[src/rtl/fifo_pkg.sv]
`default_nettype none
// ============================================================================
//  Module   : fifo_pkg
//  Purpose  : Shared defaults and width helper for the single-clock FIFO.
//  Revision : 1.0  initial release
// ============================================================================
package fifo_pkg;

    localparam int DEFAULT_WIDTH = 16;
    localparam int DEFAULT_DEPTH = 4;

    // Pointer width for a power-of-two depth; never narrower than one bit.
    function automatic int ptr_width(input int depth);
        return (depth > 1) ? $clog2(depth) : 1;
    endfunction

endpackage
`default_nettype wire

[src/rtl/fifo_mem.sv]
`default_nettype none
// ============================================================================
//  Module   : fifo_mem
//  Purpose  : DEPTH x WIDTH register array, synchronous write, registered read.
//  Revision : 1.0  initial release
// ============================================================================
module fifo_mem
    import fifo_pkg::*;
#(
    parameter int WIDTH = DEFAULT_WIDTH,
    parameter int DEPTH = DEFAULT_DEPTH,
    parameter int AW    = ptr_width(DEPTH)
) (
    input  logic             clk,
    input  logic             rst,
    input  logic             wr_en,
    input  logic [AW-1:0]    wr_addr,
    input  logic [WIDTH-1:0] wr_data,
    input  logic             rd_en,
    input  logic [AW-1:0]    rd_addr,
    output logic [WIDTH-1:0] rd_data
);

    logic [WIDTH-1:0] r_mem [DEPTH];
    logic [WIDTH-1:0] r_rd_data;

    // Storage is deliberately left out of reset.
    always_ff @(posedge clk) begin
        if (wr_en) begin
            r_mem[wr_addr] <= wr_data;
        end
    end

    // Non-blocking semantics return pre-edge contents when read and write
    // hit the same slot (full FIFO with simultaneous read and write).
    always_ff @(posedge clk or negedge rst) begin
        if (!rst) begin
            r_rd_data <= '0;
        end else if (rd_en) begin
            r_rd_data <= r_mem[rd_addr];
        end
    end

    assign rd_data = r_rd_data;

endmodule
`default_nettype wire

[src/rtl/fifo.sv]
`default_nettype none
// ============================================================================
//  Module   : fifo
//  Purpose  : Single-clock FIFO with registered read data and status flags.
//  Revision : 1.0  initial release
// ============================================================================
module fifo
    import fifo_pkg::*;
#(
    parameter int WIDTH = DEFAULT_WIDTH,
    parameter int DEPTH = DEFAULT_DEPTH
) (
    input  logic             clk,
    input  logic             rst,
    input  logic [WIDTH-1:0] data_in,
    input  logic             write,
    input  logic             read,
    output logic [WIDTH-1:0] data_out,
    output logic             fifo_full,
    output logic             fifo_empty,
    output logic             fifo_not_empty,
    output logic             fifo_not_full
);

    localparam int AW = ptr_width(DEPTH);
    localparam int CW = AW + 1;

    logic [AW-1:0] r_wr_ptr;
    logic [AW-1:0] r_rd_ptr;
    logic [CW-1:0] r_count;
    logic          w_full;
    logic          w_empty;
    logic          w_wr_acc;
    logic          w_rd_acc;

    assign w_full   = (r_count == CW'(DEPTH));
    assign w_empty  = (r_count == '0);
    // A read frees a slot in the same edge, so a full FIFO still takes a write.
    assign w_wr_acc = write && (!w_full || read);
    assign w_rd_acc = read && !w_empty;

    always_ff @(posedge clk or negedge rst) begin
        if (!rst) begin
            r_wr_ptr <= '0;
            r_rd_ptr <= '0;
            r_count  <= '0;
        end else begin
            if (w_wr_acc) begin
                r_wr_ptr <= r_wr_ptr + AW'(1);
            end
            if (w_rd_acc) begin
                r_rd_ptr <= r_rd_ptr + AW'(1);
            end
            if (w_wr_acc && !w_rd_acc) begin
                r_count <= r_count + CW'(1);
            end else if (w_rd_acc && !w_wr_acc) begin
                r_count <= r_count - CW'(1);
            end
        end
    end

    fifo_mem #(
        .WIDTH (WIDTH),
        .DEPTH (DEPTH),
        .AW    (AW)
    ) u_mem (
        .clk     (clk),
        .rst     (rst),
        .wr_en   (w_wr_acc),
        .wr_addr (r_wr_ptr),
        .wr_data (data_in),
        .rd_en   (w_rd_acc),
        .rd_addr (r_rd_ptr),
        .rd_data (data_out)
    );

    assign fifo_full      = w_full;
    assign fifo_empty     = w_empty;
    assign fifo_not_full  = ~w_full;
    assign fifo_not_empty = ~w_empty;

endmodule
`default_nettype wire

[config.mk]
export PLATFORM = sky130hd
export DESIGN_NAME = fifo
export DESIGN_NICKNAME = d
export VERILOG_FILES = /design/src/rtl/fifo_pkg.sv /design/src/rtl/fifo_mem.sv /design/src/rtl/fifo.sv
export SDC_FILE = /design/constraint.sdc
export NUM_CORES = 1
export LEC_CHECK = 0
export CAP_MARGIN = 0
export CORE_MARGIN = 5
export CORE_UTILIZATION = 50
export DETAILED_ROUTE_END_ITERATION = 7
export HOLD_SLACK_MARGIN = 0.08
export PLACE_DENSITY = 0.75
export RECOVER_POWER = 100
export SETUP_SLACK_MARGIN = 0.2
export SYNTH_ARGS = -nofsm -noshare
export SYNTH_HDL_FRONTEND = slang
export SYNTH_HIERARCHICAL = 1
export SYNTH_SLANG_ARGS = --single-unit
export TNS_END_PERCENT = 1
[constraint.sdc]
create_clock -name clk -period 2.37 [get_ports clk]
set_clock_uncertainty 0.2 [all_clocks]
set_input_delay 0.3555 -clock clk [delete_from_list [all_inputs] [get_ports clk]]
set_output_delay 0.3555 -clock clk [all_outputs]
set_load 0.02 [all_outputs]
==> impl_metrics.csv <==
group,metric,value,unit
run_status,status,"completed",
setup_path,crit_path_max_incr_delay,0.43,ns
global_routing,gr-total-overflow,0,
place,routabilityCongestion,0.686,
setup_path,path_class,"flip-flop to flip-flop",
setup_path,end_kind,"flip-flop",
final_layout,final_common_cell,"edfxtp_1",
power_and_ir_drop,cellLeakagePower,0.00157,uW
timing,post-route-min-period,2.27,ns
route,route.detailed.drc,0,
setup_path,path_cells,"or3b_4 > o21a_4 > ha_2 > inv_1 > fa_1 > mux2_2",
final_layout,n_antenna_cell,0,
setup_path,critPathSlowestCell,"or3b_4",
final_layout,final_cell_mix,"edfxtp_1, dlygate4sd3_1, mux2i_1, dfrtp_1, o221ai_1",
global_routing,grt_max_degree,24,
global_routing,grt.total_usage,13.9,%
clock_tree,clk_pin_slew,0.08,ns
timing,slew_violations,0,
final_layout,finalNetCount,264,
global_routing,grt_pass1_wl,8860,um
synth,synthCells,187,
clock_tree,cts_tree,"built",
timing,relSlewSlack,7.63,%
timing,setup_tns,0,ns
clock_tree,hold_buffers,0,
synth,ys_seq_elements,87,
floorplanning,die_area,0.00868,mm^2
synth,syn_area,0.00346,mm^2
final_layout,drive_gt1_share,17.0,%
place,portBuffers,39,
final_layout,area_growth,18.2,%
clock_tree,cts_root_buf,"clkbuf_8",
clock_tree,clkSinkCount,87,
worst_hold_path,hold_path_class,"flip-flop to flip-flop",
synth,synth-seq-area-share,72.2,%
route,antenna_left,0,
setup_path,critical-path-top-delay-family,"adder cells",
floorplanning,die_x,93.2,um
power_and_ir_drop,vdd_drop_max,0.630,mV
setup_path,critPathLaunchType,"flip-flop",
final_layout,final_util,60.5,%
synth,synth.area.top_cells,"edfxtp_1, dfrtp_1, mux2i_1",
route,drt-vias-per-instance,5.28,
power_and_ir_drop,p_per_area,1210,mW/mm^2
flow_run,maxCapViolations,0,
synth,synth.avg_cell_area,18.5,um^2
power_and_ir_drop,power.share.clock,21.0,%
timing,setup_viol,0,
power_and_ir_drop,power.switching,1640,uW
synth,syn_nets,209,
synth,synthDistinctLibCells,27,
power_and_ir_drop,swShare,33.0,%
setup_path,crit_fanout,4,
route,routedWlPerCell,17.7,um
power_and_ir_drop,power.internal,3320,uW
route,wl,5770,um
floorplanning,rows,30,
timing,fin_crit_sh,95.8,%
clock_tree,htree_levels,3,
clock_tree,clk_latency,0.35,ns
floorplanning,fp.dieH,93.2,um
clock_tree,cts_buffer_depth,2,
floorplanning,core_area,0.00676,mm^2
timing,tightest_slew,1.39,ns
floorplanning,initial_core_util,51.2,%
place,place.detailed.hpwl,3640,um
timing,grt_setup_unrepaired,"yes",
global_routing,grt_pass1_vias,1756,
timing,fmax,440,MHz
power_and_ir_drop,combPwrFrac,32.3,%
route,dr.pass1.iters,4,
synth,yosys.area.top_type,"edfxtp_1",
power_and_ir_drop,pwr-share-seq,46.8,%
timing,hold_violations,0,
route,vias,1725,
clock_tree,cts_buffers,9,
global_routing,antenna_found_initial,0,
synth,yosysWarnings,6,
setup_path,cp_num_buf_inv,1,
setup_path,required,2.41,ns
synth,yosysTopAreaCellShare,55.6,%
route,first_iter_violations,41,
floorplanning,ioPinCount,40,
setup_path,worstPathArrival,2.31,ns
## worst reg2reg max path, cell delays in order (launching register included)
cell     delay, ns
dfrtp_1       0.40
or3b_4        0.43
o21a_4        0.21
ha_2          0.19
inv_1         0.06
fa_1          0.40
mux2_2        0.26
## power by group through the flow
stage / clock network [uW] / registers, uW / logic (uW)
5_1_grt: 1120 / 2360 / 1720
3_3_place_gp: 0 / 2350 / 1800
4_1_cts: 1060 / 2330 / 1820
3_5_place_dp: 0 / 2360 / 1830
6_report: 1040 / 2320 / 1600
2_1_floorplan: 0 / 2440 / 1100
## kinds of logic after synthesis
group / share of synthesized area (%)
AOI/OAI and AO/OA: 6.66
adders and majority gates: 0.941
xor gates and xnor gates: 1.77
DFF: 72.2
and+or+nand+nor: 5.54
muxes: 9.59
buffers and inverters: 3.29
## worst paths after layout
| kind | slack, ns | start | cells past startpoint | endpoint |
|---|---|---|---|---|
| worst max register to register | 0.1 | r_count[0] | 6 | r_count[1] |
| worst min register to register | 0.30 | r_count[2] | 1 | r_count[2] |
| worst max-delay path | 0.1 | r_count[0] | 6 | r_count[1] |
| max in group asynchronous | 0.41 | rst | 2 | r_rd_ptr[0] |
| min in group asynchronous | 0.64 | rst | 2 | u_mem/rd_data[1] |
| worst min-delay path | 0.30 | r_count[2] | 1 | r_count[2] |
## per-layer routing
metal / routed length [um] / share of wire [%] / track usage, %
met1: 2460 / 43 / 16.4
met2: 3020 / 52 / 23.6
met3: 231 / 4.0 / 3.78
met4: 66 / 1.1 / 6.11
met5: 0 / 0 / 0
## Yosys cell counts
cell type and instances:
edfxtp_1 64, mux2i_1 32, dfrtp_1 23, nand2b_1 11, o221ai_2 10, nand2b_2 6, o221ai_1 6, buf_6 5
xor2_1 4, inv_1 3, nand2_1 3, xnor2_1 3, buf_8 2, nor2_1 2, and3_1 1, and3b_1 1
dlymetal6s2s_1 1, fa_1 1, ha_1 1, inv_2 1, mux2_2 1, nand2_2 1, nor3b_1 1, o211ai_2 1
o21a_4 1, or3_4 1, or3b_4 1
## timing repair
action | in CTS | in global routing
gates resized for setup | 2 | 3
pin swaps | 0 | 1
setup buffers | 0 | 2
setup endpoints to repair | 6 | 6
## sequential cells by signal, indices dropped and copies added (netlist names)
| name | cells |
|---|---|
| r_rd_ptr | 2 |
| r_count | 3 |
| u_mem/r_mem | 64 |
| u_mem/rd_data | 16 |
| r_wr_ptr | 2 |
## stage by stage
stage | power, uW | cell area (um^2) | instances | setup slack (ns) | hold WS [ns]
after floorplan | 3540 | 3460 | 187 | 0.0412 | -0.140
after detailed placement | 4190 | 4000 | 309 | 0.000512 | 0.280
after CTS | 5220 | 4210 | 325 | 0.00864 | 0.165
after global routing | 5210 | 4090 | 327 | 0.0354 | 0.319
final | 4960 | 4090 | 327 | 0.0992 | 0.295
after global placement | 4150 | 4000 | 309 | 0.0464 | 0.279
## layout make-up
class / instances / area [um^2]
clock buffers: 9 / 124
clock inverters: 7 / 82.6
fillers: 521 / 2670
inverters: 4 / 15.0
multi-input cells: 88 / 800
flip-flops and latches: 87 / 2500
well taps: 80 / 100
repair buffers: 52 / 468
Note: power is estimated with default switching activity, not from simulation.
==> edit 1 (same flow settings) <==
The package constant `DEFAULT_WIDTH` goes from 16 to 20.
--- a/src/rtl/fifo_pkg.sv
+++ b/src/rtl/fifo_pkg.sv
@@ -6,7 +6,7 @@
 // ============================================================================
 package fifo_pkg;
 
-    localparam int DEFAULT_WIDTH = 16;
+    localparam int DEFAULT_WIDTH = 20;
     localparam int DEFAULT_DEPTH = 4;
 
     // Pointer width for a power-of-two depth; never narrower than one bit.
Ports: changed (resized data_in and data_out); port bits go from 40 to 48. No check against the original RTL was run, so the function may have changed too.
==> edit 1 against the original RTL <==
Synthesized cell count increased by 21%; sequential cell count increased by 20; hold slack got worse by 0.0058 ns; clock power increased by 17%; synthesized area increased by 19%; global-route usage increased by 1.2 points; wire length increased by 27%; worst setup slack got worse by 0.036 ns; cell area increased by 23%; power increased by 23%; combinational power increased by 31%; critical path type unchanged; largest power group unchanged.
==> edit 1: results <==
[worst_setup_path]
worst_ep_arrival_time_ns = 2.37
crit_family = "adder cells"
max_stage_delay_ns = 0.44
crit_slowest_cell = "dfrtp_1"
timing.rr.start = "r_count[1]$_DFFE_PN0P_"
reg2regPathDepth = 6
rrSetupSlack_ns = 0.06

[power_and_ir_drop]
p_leak_uw = 0.00188
peakVddDrop_mv = 0.608

[layout]
nets = 313
drive_gt1_share_pct = 14.4
largest_reg_flops = 80

[global_route]
grt_pass1_wl_microns = 11300
grt_usage_pct = 15.0
grt_max_degree = 28

[synthesis]
synth_area_leaders = "edfxtp_1 (58%), dfrtp_1 (16%), mux2i_1 (9.7%), o221ai_1 (4.0%), nand2b_1 (3.2%)"
syn_nets = 252
ys_types = 25
synth.top_cells.by_count = "edfxtp_1 (80), mux2i_1 (40), dfrtp_1 (27), nand2b_1 (21), o221ai_1 (19)"
synthArstFlopShare_pct = 25.2
synth-edff-count = 80
seq_area_frac_synth_pct = 74.7

[drt]
firstDrtPassIters = 4
drt-total-wl_microns = 7330
vias = 2119
drt_iter0_drc = 93

[clock_network]
cts_tree = "done"
clkTransAtPathRegs_ns = 0.10
hold_buffers = 0
numCtsBuffers = 9
post_cts_buffers = 0

[place]
portBuffers = 47
place_hpwl_microns = 4420
place.gp.congestion = 0.771

[min_path]
hold_path.startpoint = "r_rd_ptr[1]$_DFFE_PN0P_"
min_delay_path_depth = 1

[status]
status = "complete, no violations"

[sta]
slew_headroom_pct = 47.2
## edit 1: cell count changes in the layout (fill, tap and decap cells not counted), sizes merged, moves of 2 or more
cell / change
clkinv: -2
buf: +7
nand2b: +4
o221ai: +4
dlygate4sd3: -12
mux2i: +8
edfxtp: +16
clkbuf: -7
clkdlybuf4s50: +19
inv: +2
dfrtp: +4
## edit 1: where the power goes
part	internal, uW	switching [uW]
sequential	2550	233
clock	615	608
combinational	982	1110
## edit 1: stage by stage
| stage | instances | worst slack, ns | power, uW | instance area [sq um] |
|---|---|---|---|---|
| floorplan | 226 | 0.0412 | 4180 | 4130 |
| global placement | 381 | 0.0603 | 4890 | 4780 |
| detailed placement | 381 | -0.00255 | 4940 | 4780 |
| CTS | 397 | 0.0137 | 6160 | 5010 |
| global route | 397 | -0.0159 | 6420 | 5010 |
| finish | 397 | 0.0628 | 6090 | 5010 |
## edit 1: routing by layer
| layer | global-route usage, % | vias up | wire [microns] |
|---|---|---|---|
| met2 | 25.0 | 50 | 3780 |
| met3 | 3.88 | 6 | 339 |
| met1 | 19.1 | 1072 | 3150 |
| li1 | - | 991 | - |
| met5 | 0 | - | 0 |
| met4 | 5.18 | 0 | 53 |
## edit 1: final cells by class
class	instances	area [sq um]
fillers	578	3120
inverters	4	15.0
well taps	105	131
clock buffers	9	124
repair buffers	61	622
multi-input cells	104	932
flip-flops and latches	107	3080
clock inverters	7	108
## edit 1: logic make-up (layout without fill, tap and decap cells)
logic type | Yosys count | after routing | share of synthesized area [%]
DFF | 107 | 107 | 74.7
muxes | 41 | 41 | 9.99
and+or+nand+nor | 32 | 32 | 4.83
AOI/OAI and AO/OA | 22 | 22 | 5.07
buffers and inverters | 15 | 81 | 3.13
xor gates and xnor gates | 7 | 7 | 1.49
adders and majority gates | 2 | 2 | 0.790
## edit 1: worst min path at each step
stage / to / slack [ns]
finish: r_rd_ptr[1]$_DFFE_PN0P_ / 0.29
global route: r_count[2]$_DFFE_PN0P_ / 0.32
CTS: r_count[1]$_DFFE_PN0P_ / 0.18
detailed placement: r_rd_ptr[1]$_DFFE_PN0P_ / 0.28
global placement: r_rd_ptr[1]$_DFFE_PN0P_ / 0.28
floorplan: r_count[0]$_DFFE_PN0P_ / -0.14
## edit 1: timing repair
action | 4_1_cts | 5_1_grt
hold endpoints to repair | 0 | 0
gates resized for setup | 3 | 3
pin swaps | 0 | 0
setup endpoints to repair | 6 | 6
## edit 1: worst register-to-register path, stage by stage, from the launching register on
cell and delay, ns:
dfrtp_1 0.44, or3b_4 0.44, o21a_4 0.21, ha_2 0.19, inv_1 0.07, fa_1 0.39
mux2_2 0.26
==> edit 2 (config.mk and constraints unchanged) <==
Made on the original files. Make the reset (`rst`) synchronous in 2 clocked blocks.
--- a/src/rtl/fifo_mem.sv
+++ b/src/rtl/fifo_mem.sv
@@ -33,7 +33,7 @@
 
     // Non-blocking semantics return pre-edge contents when read and write
     // hit the same slot (full FIFO with simultaneous read and write).
-    always_ff @(posedge clk or negedge rst) begin
+    always_ff @(posedge clk) begin
         if (!rst) begin
             r_rd_data <= '0;
         end else if (rd_en) begin
--- a/src/rtl/fifo.sv
+++ b/src/rtl/fifo.sv
@@ -39,7 +39,7 @@
     assign w_wr_acc = write && (!w_full || read);
     assign w_rd_acc = read && !w_empty;
 
-    always_ff @(posedge clk or negedge rst) begin
+    always_ff @(posedge clk) begin
         if (!rst) begin
             r_wr_ptr <= '0;
             r_rd_ptr <= '0;
Function: differs if rst is asserted again (counterexample within 4 cycles, from zero or initial values and one cycle with rst low); with rst held inactive, the same outputs for 10 cycles.
==> edit 2 against the original RTL <==
Synthesized area decreased by 1.9%; synthesized cell count increased by 5.3%; wire length increased by 9.1%; cell area about the same; sequential cell count unchanged; first-iteration DRC count increased by 100%; largest power group unchanged; critical path type is now primary input to flop; power decreased by 16%; worst setup slack improved by 0.0042 ns; hold slack improved by 0.0022 ns.
==> edit 2: results <==
[synthesis]
syn_nets = 219
seq_area_frac_synth_pct = 70.2
synth_area_leaders = "edfxtp_1 (57%), dfxtp_1 (14%), mux2i_1 (10%), o221ai_2 (4.9%), nand3b_1 (3.5%)"
ys_types = 32
synthArstFlopShare_pct = 0

[worst_setup_path]
worst_ep_arrival_time_ns = 2.34
endpoint = "r_count[2]$_SDFFE_PN0P_"
crit_start = "read"
rrSetupSlack_ns = 0.15
crit_family = "buffers and inverters"
timing.rr.start = "r_count[0]$_SDFFE_PN0P_"
reg2regPathDepth = 8
max_stage_delay_ns = 0.60

[sta]
worst_pin_slew_ns = 0.807
holdWs_ns = 0.298
max_freq_ghz = 0.441

[power_and_ir_drop]
power.internal_uw = 2940
p_leak_uw = 0.00141
seq_cell_power_uw = 2000
switching_share_pct = 29.3
peakVddDrop_mv = 0.698

[die]
die_w_microns = 92.4

[layout]
fin_util_pct = 61.2
nonClockBufferCount = 58
clkCellAreaFrac_pct = 5.17
drive_gt1_share_pct = 16.0
comb.multi_input.count = 97
multi_input_area_share_pct = 22.0
nonClkBufAreaFrac_pct = 11.7

[drt]
vias = 1879
drt-total-wl_microns = 6300

[place]
place_ws_ns = -0.188
dpl_cell_area_sq_um = 3960
dp_cells = 326
place_hpwl_microns = 4070
place.gp.congestion = 0.713

[min_path]
hold_path.startpoint = "u_mem/rd_data[15]$_SDFFE_PN0P_"
hold_end = "u_mem/rd_data[15]$_SDFFE_PN0P_"
min_delay_path_depth = 2

[global_route]
grt_usage_pct = 15.5

[status]
status = "complete, no violations"
## edit 2: changes by cell type after synthesis, moves of 3 or more
cell      change
nand2b_2      -6
dfxtp_1      +23
mux2i_1       +3
nand2b_1      -9
and2_1        +3
nand3b_1     +16
dfrtp_1      -23
buf_2         +3
xor2_1        -3
## edit 2: layer usage
| metal | part of all wire [%] | routed length, microns | vias up | track usage (%) |
|---|---|---|---|---|
| met5 | 0 | 0 | - | 0 |
| met4 | 1.5 | 95 | 0 | 5.69 |
| met3 | 4.1 | 257 | 9 | 4.79 |
| met1 | 43 | 2680 | 934 | 18.7 |
| li1 | - | - | 895 | - |
| met2 | 52 | 3270 | 41 | 26.2 |
## edit 2: cells by family after synthesis
kind of cell | synth area share, %
AOI/OAI and AO/OA | 7.52
xor gates and xnor gates | 1.03
adders and majority gates | 0.959
buffers and inverters | 2.65
DFF | 70.2
muxes | 10.3
and+or+nand+nor | 7.30
